`src/rtl/sound_ram_ctrl.sv`:
```
// Sound RAM controller: serialises CPU reads/writes onto a synchronous RAM port.
// Define SOUND_RAM_CLEAR_EN to add the RAM clear engine (reset and io_clear fill).
module sound_ram_ctrl #(
  parameter int ADDR_WIDTH = 13,
  parameter int DATA_WIDTH = 8,
  parameter logic [DATA_WIDTH-1:0] CLEAR_VALUE = '0
) (
  input  logic                  clock,
  input  logic                  reset,
  input  logic                  io_cpu_rd,
  input  logic                  io_cpu_wr,
  input  logic [ADDR_WIDTH-1:0] io_cpu_addr,
  input  logic [DATA_WIDTH-1:0] io_cpu_din,
  output logic [DATA_WIDTH-1:0] io_cpu_dout,
  output logic                  io_cpu_ack,
  input  logic                  io_clear,
  output logic                  io_busy,
  output logic                  io_ram_rd,
  output logic                  io_ram_wr,
  output logic [ADDR_WIDTH-1:0] io_ram_addr,
  output logic [DATA_WIDTH-1:0] io_ram_din,
  input  logic [DATA_WIDTH-1:0] io_ram_dout
);

`ifdef SOUND_RAM_CLEAR_EN
  typedef enum logic [2:0] {CLEAR, IDLE, ACCESS, WAIT, DONE} state_t;
  localparam state_t RESET_STATE = CLEAR;
`else
  typedef enum logic [1:0] {IDLE, ACCESS, WAIT, DONE} state_t;
  localparam state_t RESET_STATE = IDLE;
`endif

  state_t                state, state_n;
  logic                  is_write, is_write_n;
  logic [DATA_WIDTH-1:0] cpu_dout_n;
  logic                  cpu_ack_n;
  logic                  ram_rd_n, ram_wr_n;
  logic [ADDR_WIDTH-1:0] ram_addr_n;
  logic [DATA_WIDTH-1:0] ram_din_n;

`ifdef SOUND_RAM_CLEAR_EN
  logic [ADDR_WIDTH-1:0] counter, counter_n;
  logic                  pending, pending_n;

  assign io_busy = (state == CLEAR);
`else
  logic unused_clear;

  assign unused_clear = io_clear;
  assign io_busy      = 1'b0;
`endif

  // RAM strobes are computed for the state being entered, so they line up with it
  always_ff @(posedge clock or negedge reset) begin
    if (!reset) begin
      state       <= RESET_STATE;
      is_write    <= 1'b0;
      io_cpu_dout <= '0;
      io_cpu_ack  <= 1'b0;
      io_ram_rd   <= 1'b0;
      io_ram_wr   <= 1'b0;
      io_ram_addr <= '0;
      io_ram_din  <= '0;
`ifdef SOUND_RAM_CLEAR_EN
      counter     <= '0;
      pending     <= 1'b0;
`endif
    end else begin
      state       <= state_n;
      is_write    <= is_write_n;
      io_cpu_dout <= cpu_dout_n;
      io_cpu_ack  <= cpu_ack_n;
      io_ram_rd   <= ram_rd_n;
      io_ram_wr   <= ram_wr_n;
      io_ram_addr <= ram_addr_n;
      io_ram_din  <= ram_din_n;
`ifdef SOUND_RAM_CLEAR_EN
      counter     <= counter_n;
      pending     <= pending_n;
`endif
    end
  end

  always_comb begin
    state_n    = state;
    is_write_n = is_write;
    cpu_dout_n = io_cpu_dout;
    cpu_ack_n  = 1'b0;
    ram_rd_n   = 1'b0;
    ram_wr_n   = 1'b0;
    ram_addr_n = io_ram_addr;
    ram_din_n  = io_ram_din;
`ifdef SOUND_RAM_CLEAR_EN
    counter_n  = counter;
    pending_n  = pending;
`endif
    unique case (state)
`ifdef SOUND_RAM_CLEAR_EN
      // Write lags the state by one cycle, so the last fill write lands in the first IDLE cycle
      CLEAR: begin
        ram_wr_n   = 1'b1;
        ram_addr_n = counter;
        ram_din_n  = CLEAR_VALUE;
        counter_n  = counter + 1'b1;
        if (counter == '1) state_n = IDLE;
      end
`endif
      IDLE: begin
`ifdef SOUND_RAM_CLEAR_EN
        if (pending || io_clear) begin
          state_n   = CLEAR;
          counter_n = '0;
          pending_n = 1'b0;
        end else
`endif
        if (io_cpu_wr || io_cpu_rd) begin
          state_n    = ACCESS;
          is_write_n = io_cpu_wr;
          ram_wr_n   = io_cpu_wr;
          ram_rd_n   = !io_cpu_wr;
          ram_addr_n = io_cpu_addr;
          ram_din_n  = io_cpu_din;
        end
      end
      ACCESS: state_n = WAIT;
      WAIT: begin
        if (!is_write) cpu_dout_n = io_ram_dout;
        cpu_ack_n = 1'b1;
        state_n   = DONE;
      end
      DONE: state_n = IDLE;
      default: state_n = IDLE;
    endcase
`ifdef SOUND_RAM_CLEAR_EN
    if (state != IDLE && io_clear) pending_n = 1'b1;
`endif
  end

endmodule

```
`config.mk`:
```
export PLATFORM = sky130hd
export DESIGN_NAME = sound_ram_ctrl
export DESIGN_NICKNAME = d
export VERILOG_FILES = /design/src/rtl/sound_ram_ctrl.sv
export SDC_FILE = /design/constraint.sdc
export NUM_CORES = 1
export LEC_CHECK = 0
export ABC_CLOCK_PERIOD_IN_PS = 2260
export CAP_MARGIN = 40
export CORE_ASPECT_RATIO = 2
export CORE_MARGIN = 3
export CORE_UTILIZATION = 43
export DETAILED_ROUTE_END_ITERATION = 7
export GPL_TIMING_DRIVEN = 0
export PLACE_DENSITY_LB_ADDON = 0.08
export SLEW_MARGIN = 10
export SYNTH_ARGS = -nofsm -noshare
export SYNTH_HDL_FRONTEND = slang
export SYNTH_SLANG_ARGS = --single-unit
```
`constraint.sdc`:
```
create_clock -name clock -period 2.26 [get_ports clock]
set_input_delay 0.226 -clock clock [delete_from_list [all_inputs] [get_ports clock]]
set_output_delay 0.226 -clock clock [all_outputs]
set_load 0.01 [all_outputs]
```
==> results of run 1 <==
worst reg2reg max path: cells and delay by family, from the launching register on:
kind                     cells  cell delay, ns
multiplexers                 1            0.36
AND/OR/NAND/NOR              1            0.13
flip-flops                   1            0.36
adder cells (fa/ha/maj)      1            0.21
buffers and inverters        2            0.32
per-stage QoR:
stage          std cells  setup slack [ns]  area, sq um
2_1_floorplan         84             0.895         1440
3_3_place_gp         179             0.281         2120
3_5_place_dp         179             0.620         2120
4_1_cts              186             0.754         2200
5_1_grt              186             0.642         2200
6_report             186             0.770         2200
worst min-delay path by stage:
stage / start / end / slack (ns) / cells after the start
6_report: reset / io_ram_addr[5] / 0.02 / 1
5_1_grt: reset / io_cpu_dout[6] / 0.08 / 1
4_1_cts: reset / io_cpu_dout[7] / 0.04 / 1
3_5_place_dp: reset / io_cpu_dout[6] / 0.34 / 1
3_3_place_gp: is_write / is_write / 0.49 / 1
2_1_floorplan: reset / io_cpu_ack / -0.07 / 0
synthesized netlist by cell type:
library cell / instances
nor2b_1: 1
nor2_1: 1
mux2_2: 10
mux2i_1: 1
nand2_1: 1
conb_1: 1
nor3b_2: 1
o21ai_2: 1
dfrtp_1: 35
and2_1: 1
inv_1: 2
and3b_2: 1
buf_2: 1
buf_4: 1
ha_1: 3
buf_6: 2
mux2_4: 20
a22o_1: 1
routing by layer:
layer / wire (microns) / up-vias / share of wire (%) / track usage, %
met5: 0 / - / 0 / 0
met4: 55 / 0 / 1.8 / 7.56
met3: 238 / 4 / 8.0 / 4.12
met2: 1650 / 39 / 55 / 25.2
met1: 1040 / 454 / 35 / 18.5
li1: - / 424 / - / -
flip-flops by register name, summed over array words and instances, names as in the netlist:
signal / count
io_ram_wr: 1
io_cpu_dout: 8
is_write: 1
io_ram_rd: 1
io_ram_addr: 13
state: 2
io_cpu_ack: 1
io_ram_din: 8
power groups by stage:
stage | clock network, uW | logic [uW] | registers [uW]
floorplan | 0 | 704 | 1240
global placement | 0 | 1550 | 1090
detailed placement | 0 | 1590 | 1120
CTS | 463 | 1600 | 1110
global route | 493 | 1670 | 1140
finish | 450 | 1570 | 1110
cell families after synthesis:
logic type      after synthesis
buf+inv                       6
mux                          31
other cells                   1
flops                        35
simple gates                  6
compound gates                2
fa+ha+maj                     3
cell type report:
| class | instances | area share, % |
|---|---|---|
| timing repair buffer | 64 | 28.8 |
| clock buffer | 6 | 3.75 |
| multi-input combinational | 43 | 23.8 |
| buffer | 4 | 1.59 |
| sequential | 35 | 39.7 |
| clock inverter | 1 | 0.227 |
| tap | 31 | 1.76 |
| inverter | 2 | 0.341 |
==> impl_metrics.yaml, run 1 <==
status:
  outcome: "completed"
global_route:
  grt_max_degree: 36
  overflow: 0
  gr-usage-all-layers_pct: 15.6
  antenna_found_initial: 0
  grt_pass1_wl_microns: 4600
  grt_pass1_vias: 956
yosys:
  post-synth-top-area-fraction_pct: 60.7
  avgSynthCellArea_sq_um: 17.2
  netlist_area_sq_um: 1440
  synth_top_family_by_area: "multiplexers"
  synthTopCellsByArea: "dfrtp_1, mux2_4, mux2_2, ha_1, buf_6"
  synthXorXnorAreaFrac_pct: 0
  netlist_instances: 84
  synthesis.nets: 121
  synth_cell_type_count: 18
  yosysSeqAreaShare_pct: 60.7
  yosys_warnings: 0
  synthAdderAreaFrac_pct: 2.60
  yosys.area.top_type: "dfrtp_1"
  synth_seq_cells: 35
  synth-compound-area-share_pct: 1.21
  synth-simple-area-share_pct: 2.95
  muxShareOfSynthArea_pct: 29.3
pwr:
  clockPowerShare_pct: 14.4
  intPower_uw: 2220
  power_density_nw_per_um2: 1420
  p_leak_uw: 0.00101
  p_sw_uw: 904
  power_frac_comb_pct: 50.1
  p_seq_share_pct: 35.5
  total_power_uw: 3120
  sw_frac_of_total_pct: 29.0
  peakVddDrop_mv: 0.936
setup_path:
  r2r.worst_path.cells: 5
  crit_type: "reg2reg"
  regToRegSetupSlack_ns: 0.77
  timing.rr.start: "state[0]"
  timing.rr.end: "io_cpu_dout[1]"
  worst_setup_path_end_kind: "flop"
  crit_chain: "inv_1, ha_1, nor2b_1, buf_2, mux2_2"
  critPathLaunch: "state[0]"
  cp.arrival_ns: 1.65
  startpoint_type: "flop"
  endpoint: "io_cpu_dout[1]"
  crit_cells: 5
  critical_path_buf_inv_count: 2
  crit_fanout: 8
  cp_data_required_time_ns: 2.42
  cp_top_family: "flip-flops"
  cpPeakStageDelay_ns: 0.36
  cp_slowest_cell: "dfrtp_1"
floorplan:
  initial_core_util_pct: 45.2
  pin_count: 67
  coreArea_sq_um: 3190
  die_w_microns: 47.0
  die_area_sq_um: 4130
  fp-row-count: 29
  die_y_microns: 87.9
hold_path:
  hp-class: "in2async"
job:
  cap_violations: 0
clocking:
  clkSinkCount: 35
  cts_setup_buffers: 0
  cts_buffers: 5
  htree_levels: 2
  clockBufferDepth: 2
  clk_pin_slew_ns: 0.07
  cts_hold_buffers: 0
  cts_root_buf: "clkbuf_8"
  cts_tree: "done"
  clock_latency_ns: 0.28
  ctsResizeCount: 0
routing:
  drc: 0
  first_pass_iters: 4
  vias: 921
  avgViaCountPerCell: 4.95
  final_antenna_net_count: 0
  wl_per_cell_microns: 16.0
  drt_wl_total_microns: 2980
  drtIter0Drc: 12
sta:
  hold_ws_ns: 0.0189
  rsz0062_at_grt: "false"
  clock_skew_ns: 0.00701
  fin_setup_tns_ns: 0
  timing.fmax_mhz: 671
  slew_violations: 0
  finalCriticalPeriod_ns: 1.49
  relSlewSlack_pct: 49.5
  finalHoldViolCount: 0
  tightest_slew_ns: 0.758
  setup_viol_count_final: 0
  finalCritPeriodShare_pct: 65.9
finish:
  drive_gt1_share_pct: 29.0
  final_util_pct: 69.0
  final_cell_mix: "clkdlybuf4s50_1, dfrtp_1, mux2_4"
  area_growth_pct: 52.8
  nNetsFinal: 192
  regArea_sq_um: 876
  n_antenna_cell: 0
  fillerInstances: 241
  multiInputGateArea_sq_um: 524
  final_common_cell: "clkdlybuf4s50_1"
place:
  port_buffers: 64
  dp_hpwl_microns: 2240
  gp_congestion: 0.684
Note: power is estimated with default switching activity, not from simulation.
==> run 2: changes to the inputs <==
--- a/config.mk
+++ b/config.mk
@@ -5,11 +5,11 @@
 export SDC_FILE = /design/constraint.sdc
 export NUM_CORES = 1
 export LEC_CHECK = 0
-export ABC_CLOCK_PERIOD_IN_PS = 2260
+export ABC_CLOCK_PERIOD_IN_PS = 1500
 export CAP_MARGIN = 40
 export CORE_ASPECT_RATIO = 2
 export CORE_MARGIN = 3
-export CORE_UTILIZATION = 43
+export CORE_UTILIZATION = 40
 export DETAILED_ROUTE_END_ITERATION = 7
 export GPL_TIMING_DRIVEN = 0
 export PLACE_DENSITY_LB_ADDON = 0.08
==> constraint.sdc (replaced) <==
create_clock -name clock -period 1.5 [get_ports clock]
set_input_delay 0.15 -clock clock [delete_from_list [all_inputs] [get_ports clock]]
set_output_delay 0.15 -clock clock [all_outputs]
set_load 0.01 [all_outputs]
==> run 2 against run 1 <==
Against the previous run:
- design area grew 1.9%
- routed wire length grew 1.2%
- total power grew 51%
- utilization shrank 3.3 points
- count of clock-buffer cells in the layout is the same
- register-to-register slack lost 0.68 ns
- sequential power grew 50%
- combinational power grew 52%
- sequential share of layout area shrank 0.73 points
- highest routed layer unchanged
==> impl_metrics.yaml, run 2 (synthesized netlist as in run 1, its figures left out) <==
finish:
  area_growth_pct: 55.7
  drive_gt1_share_pct: 31.4
  nNetsFinal: 193
  design_area_sq_um: 2250
  final_common_cell: "clkdlybuf4s50_1"
  final_cell_mix: "clkdlybuf4s50_1, dfrtp_1, mux2_4"
  regMostFlops: "io_ram_addr"
  n_antenna_cell: 0
  top_regs: "io_ram_addr (13), io_cpu_dout (8), io_ram_din (8)"
  largest_reg_flops: 13
  layout.cells.non_filler: 204
sta:
  rsz0062_at_grt: "false"
  worst_slack_ns: 0.0866
  timing.fmax_mhz: 708
  fin_setup_tns_ns: 0
  finalCriticalPeriod_ns: 1.41
  setup_viol_count_final: 0
  clock_skew_ns: 0.00429
  relSlewSlack_pct: 48.3
  finalHoldViolCount: 0
  finalCritPeriodShare_pct: 94.2
  tightest_slew_ns: 0.775
  slew_violations: 0
routing:
  first_pass_iters: 3
  drtIter0Drc: 3
  drc: 0
  wl_per_cell_microns: 14.8
  drt_wl_total_microns: 3020
  avgViaCountPerCell: 4.65
  final_antenna_net_count: 0
  vias: 949
place:
  port_buffers: 64
  dp_hpwl_microns: 2250
  gp_congestion: 0.715
  dp_cells: 196
  dpl-instance-area_sq_um: 2140
  pre_cts_ws_ns: -0.0572
clocking:
  htree_levels: 2
  cts_tree: "done"
  cts_root_buf: "clkbuf_8"
  clockBufferDepth: 2
  clk_pin_slew_ns: 0.07
  cts_setup_buffers: 0
  clkSinkCount: 35
  clock_latency_ns: 0.27
  cts_buffers: 5
setup_path:
  cp.arrival_ns: 1.58
  r2r.worst_path.cells: 5
  crit_fanout: 8
  crit_type: "reg2reg"
  startpoint_type: "flop"
  cp_data_required_time_ns: 1.66
  worst_setup_path_end_kind: "flop"
pwr:
  peakVddDrop_mv: 1.07
  p_leak_uw: 0.00102
  total_power_uw: 4720
  power_density_nw_per_um2: 2100
floorplan:
  die_area_sq_um: 4410
  coreArea_sq_um: 3420
  initial_core_util_pct: 42.2
  die_w_microns: 48.5
  pin_count: 67
  die_y_microns: 90.9
  fp-row-count: 30
job:
  cap_violations: 0
global_route:
  grt_pass1_wl_microns: 5210
  use_met1_pct: 17.3
  grt_max_degree: 36
  grt_pass1_vias: 1058
  antenna_found_initial: 0
  grt_use_met3_pct: 3.78
  grt.busiest_layer: "met2"
  overflow: 0
  met2_usage_pct: 26.3
  gr-usage-all-layers_pct: 15.4
status:
  outcome: "completed"
hold_path:
  hp-class: "in2reg"
  holdPathStages: 2
run 2: cell count changes in the layout (fill, tap and decap cells not counted), sizes merged:
cell         previous run  this run
dlygate4sd3             0         1
run 2: critical path, cell delays in order, from the launching register on:
cell and delay [ns]:
dfrtp_1 0.37, inv_2 0.08, ha_2 0.19, nor2b_2 0.13, buf_4 0.17, mux2_2 0.35
run 2: cell type report:
class / instances / area (sq um)
fill: 259 / 1170
inverter: 2 / 7.51
clock inverter: 1 / 5.00
timing repair buffer: 65 / 646
tap: 48 / 60.1
multi-input combinational: 43 / 532
buffer: 4 / 37.5
sequential: 35 / 876
clock buffer: 6 / 82.6
run 2: worst paths after layout:
path	startpoint	to	slack, ns
min in group asynchronous	reset	io_cpu_dout[0]	0.49
setup / recovery	state[0]	io_cpu_dout[3]	0.09
hold / removal	io_cpu_din[6]	io_ram_din[6]	0.48
hold reg to reg	io_ram_addr[6]	io_ram_addr[6]	0.51
setup reg to reg	state[0]	io_cpu_dout[3]	0.09
max in group asynchronous	reset	io_ram_rd	0.51
run 2: report_power, final:
part	internal, uW	total, uW	switching, uW
Clock	360	675	315
Combinational	1580	2380	801
Sequential	1420	1670	245
Total	3360	4720	1360
run 2: stage by stage:
step / utilization (%) / hold slack, ns
floorplan: - / -0.146
global placement: 62.7 / 0.488
detailed placement: 62.6 / 0.272
CTS: 65.5 / 0.474
global route: 65.8 / 0.481
finish: 65.8 / 0.482
run 2: what timing repair did:
action | 4_1_cts | 5_1_grt
resized for setup | 1 | 4
hold endpoints to repair | 35 | 0
setup endpoints to repair | 8 | 9
hold buffers | 1 | 0
run 2: layer usage:
layer | wire length, microns | vias to the layer above | share of wire, %
met1 | 1090 | 465 | 36
met5 | 0 | - | 0
li1 | - | 428 | -
met4 | 105 | 0 | 3.5
met3 | 197 | 10 | 6.5
met2 | 1630 | 46 | 54
==> run 3: changes to the inputs <==
--- a/config.mk
+++ b/config.mk
@@ -13,6 +13,7 @@
 export DETAILED_ROUTE_END_ITERATION = 7
 export GPL_TIMING_DRIVEN = 0
 export PLACE_DENSITY_LB_ADDON = 0.08
+export SETUP_SLACK_MARGIN = 0.05
 export SLEW_MARGIN = 10
 export SYNTH_ARGS = -nofsm -noshare
 export SYNTH_HDL_FRONTEND = slang
==> run 3 against run 2 <==
Against the previous run:
- routed wire length grew 4.2%
- global-route usage is 0.069 points higher
- utilization grew 1.4 points
- highest routed layer unchanged
- die area unchanged
- critical path depth is 1 lower
- register-to-register slack gained 0.02 ns
- total power is 2.1% higher
- hold slack about the same
- combinational power increased by 4%
- first-iteration DRC count shrank 100%
- non-clock buffer count increased by 3
==> impl_metrics.yaml, run 3 (synthesized netlist as in run 1, its figures left out) <==
pwr:
  peakVddDrop_mv: 1.12
  p_leak_uw: 0.00104
  total_power_uw: 4820
  power_density_nw_per_um2: 2100
floorplan:
  die_area_sq_um: 4410
  coreArea_sq_um: 3420
  die_w_microns: 48.5
  die_y_microns: 90.9
  pin_count: 67
  fp-row-count: 30
  initial_core_util_pct: 42.2
sta:
  slew_violations: 0
  clock_skew_ns: 0.00481
  tightest_slew_ns: 0.754
  worst_slack_ns: 0.106
  rsz0062_at_grt: "true"
  finalHoldViolCount: 0
  finalCriticalPeriod_ns: 1.39
  finalCritPeriodShare_pct: 92.9
  hold_ws_ns: 0.482
  timing.fmax_mhz: 718
  setup_viol_count_final: 0
  relSlewSlack_pct: 49.7
routing:
  drtIter0Drc: 0
  drt_wl_total_microns: 3150
  avgViaCountPerCell: 4.63
  final_antenna_net_count: 0
  drc: 0
  first_pass_iters: 1
  vias: 958
  wl_per_cell_microns: 15.2
hold_path:
  hp-class: "in2async"
global_route:
  overflow: 0
  grt_pass1_vias: 1062
  antenna_found_initial: 0
  gr-usage-all-layers_pct: 15.4
  grt_pass1_wl_microns: 5240
  grt_max_degree: 36
finish:
  design_area_sq_um: 2290
  drive_gt1_share_pct: 32.7
  area_growth_pct: 59.0
  final_cell_mix: "clkdlybuf4s50_1, dfrtp_1, mux2_4"
  layout.cells.non_filler: 207
  largest_reg_flops: 13
  regMostFlops: "io_ram_addr"
  final_common_cell: "clkdlybuf4s50_1"
  fillerInstances: 258
  nNetsFinal: 196
  n_antenna_cell: 0
  top_regs: "io_ram_addr (13), io_cpu_dout (8), io_ram_din (8)"
clocking:
  clock_latency_ns: 0.27
  cts_buffers: 5
  htree_levels: 2
  clk_pin_slew_ns: 0.07
  cts_root_buf: "clkbuf_8"
  clkSinkCount: 35
  cts_tree: "done"
  clockBufferDepth: 2
place:
  dp_hpwl_microns: 2250
  pre_cts_ws_ns: -0.0572
  dpl-instance-area_sq_um: 2140
  port_buffers: 64
  dp_cells: 196
  gp_congestion: 0.715
setup_path:
  r2r.worst_path.cells: 4
  crit_fanout: 4
  cp_data_required_time_ns: 1.66
  timing.rr.start: "state[1]"
  regToRegSetupSlack_ns: 0.11
  timing.rr.end: "state[1]"
  worst_setup_path_end_kind: "flop"
  crit_type: "reg2reg"
  cp.arrival_ns: 1.55
  startpoint_type: "flop"
job:
  cap_violations: 0
status:
  outcome: "completed"
run 3: cell count changes in the layout (fill, tap and decap cells not counted), sizes merged:
cell,before,now
buf,5,8
run 3: what timing repair did:
item / CTS / global route
setup buffers: 0 / 1
setup endpoints to repair: 8 / 29
endpoints found under the hold margin: 35 / 0
resized for setup: 3 / 11
gates cloned: 0 / 2
hold buffers: 1 / 0
run 3: worst max path at each step:
stage	slack, ns	start	cells after the start	end
6_report	0.11	state[1]	4	state[1]
3_3_place_gp	-0.41	reset	1	io_cpu_ack
4_1_cts	0.06	state[0]	5	io_cpu_dout[3]
2_1_floorplan	0.14	state[0]	5	io_cpu_dout[0]
5_1_grt	0.03	state[0]	5	io_cpu_dout[3]
3_5_place_dp	-0.06	io_cpu_rd	4	io_ram_addr[11]
run 3: area by class of cell:
cell class	count	area, sq um	area share [%]
plain buffers	4	41.3	1.80
clock buffers	6	82.6	3.60
clock inverters	1	5.00	0.218
inverters	2	7.51	0.327
multi-input cells	43	546	23.8
flip-flops and latches	35	876	38.2
well taps	48	60.1	2.62
repair buffers	68	676	29.5
run 3: power breakdown:
group          internal, uW  switching, uW
sequential             1420            242
combinational          1640            836
clock                   360            314
run 3: critical path: stages (launching register included):
cell     delay [ns]
dfrtp_1        0.39
inv_1          0.09
ha_2           0.23
nor3b_4        0.22
mux2_2         0.35
run 3: through the flow:
stage / TNS [ns] / utilization (%)
floorplan: 0 / -
global placement: -15.39 / 62.7
detailed placement: -1.15 / 62.6
CTS: 0 / 65.6
global route: 0 / 67.1
finish: 0 / 67.1
run 3: metal layers:
layer | vias to the layer above | track usage, % | wire length (microns)
met2 | 46 | 26.3 | 1740
met5 | - | 0 | 0
met3 | 10 | 3.78 | 193
met4 | 0 | 8.31 | 103
li1 | 433 | - | -
met1 | 469 | 17.5 | 1110
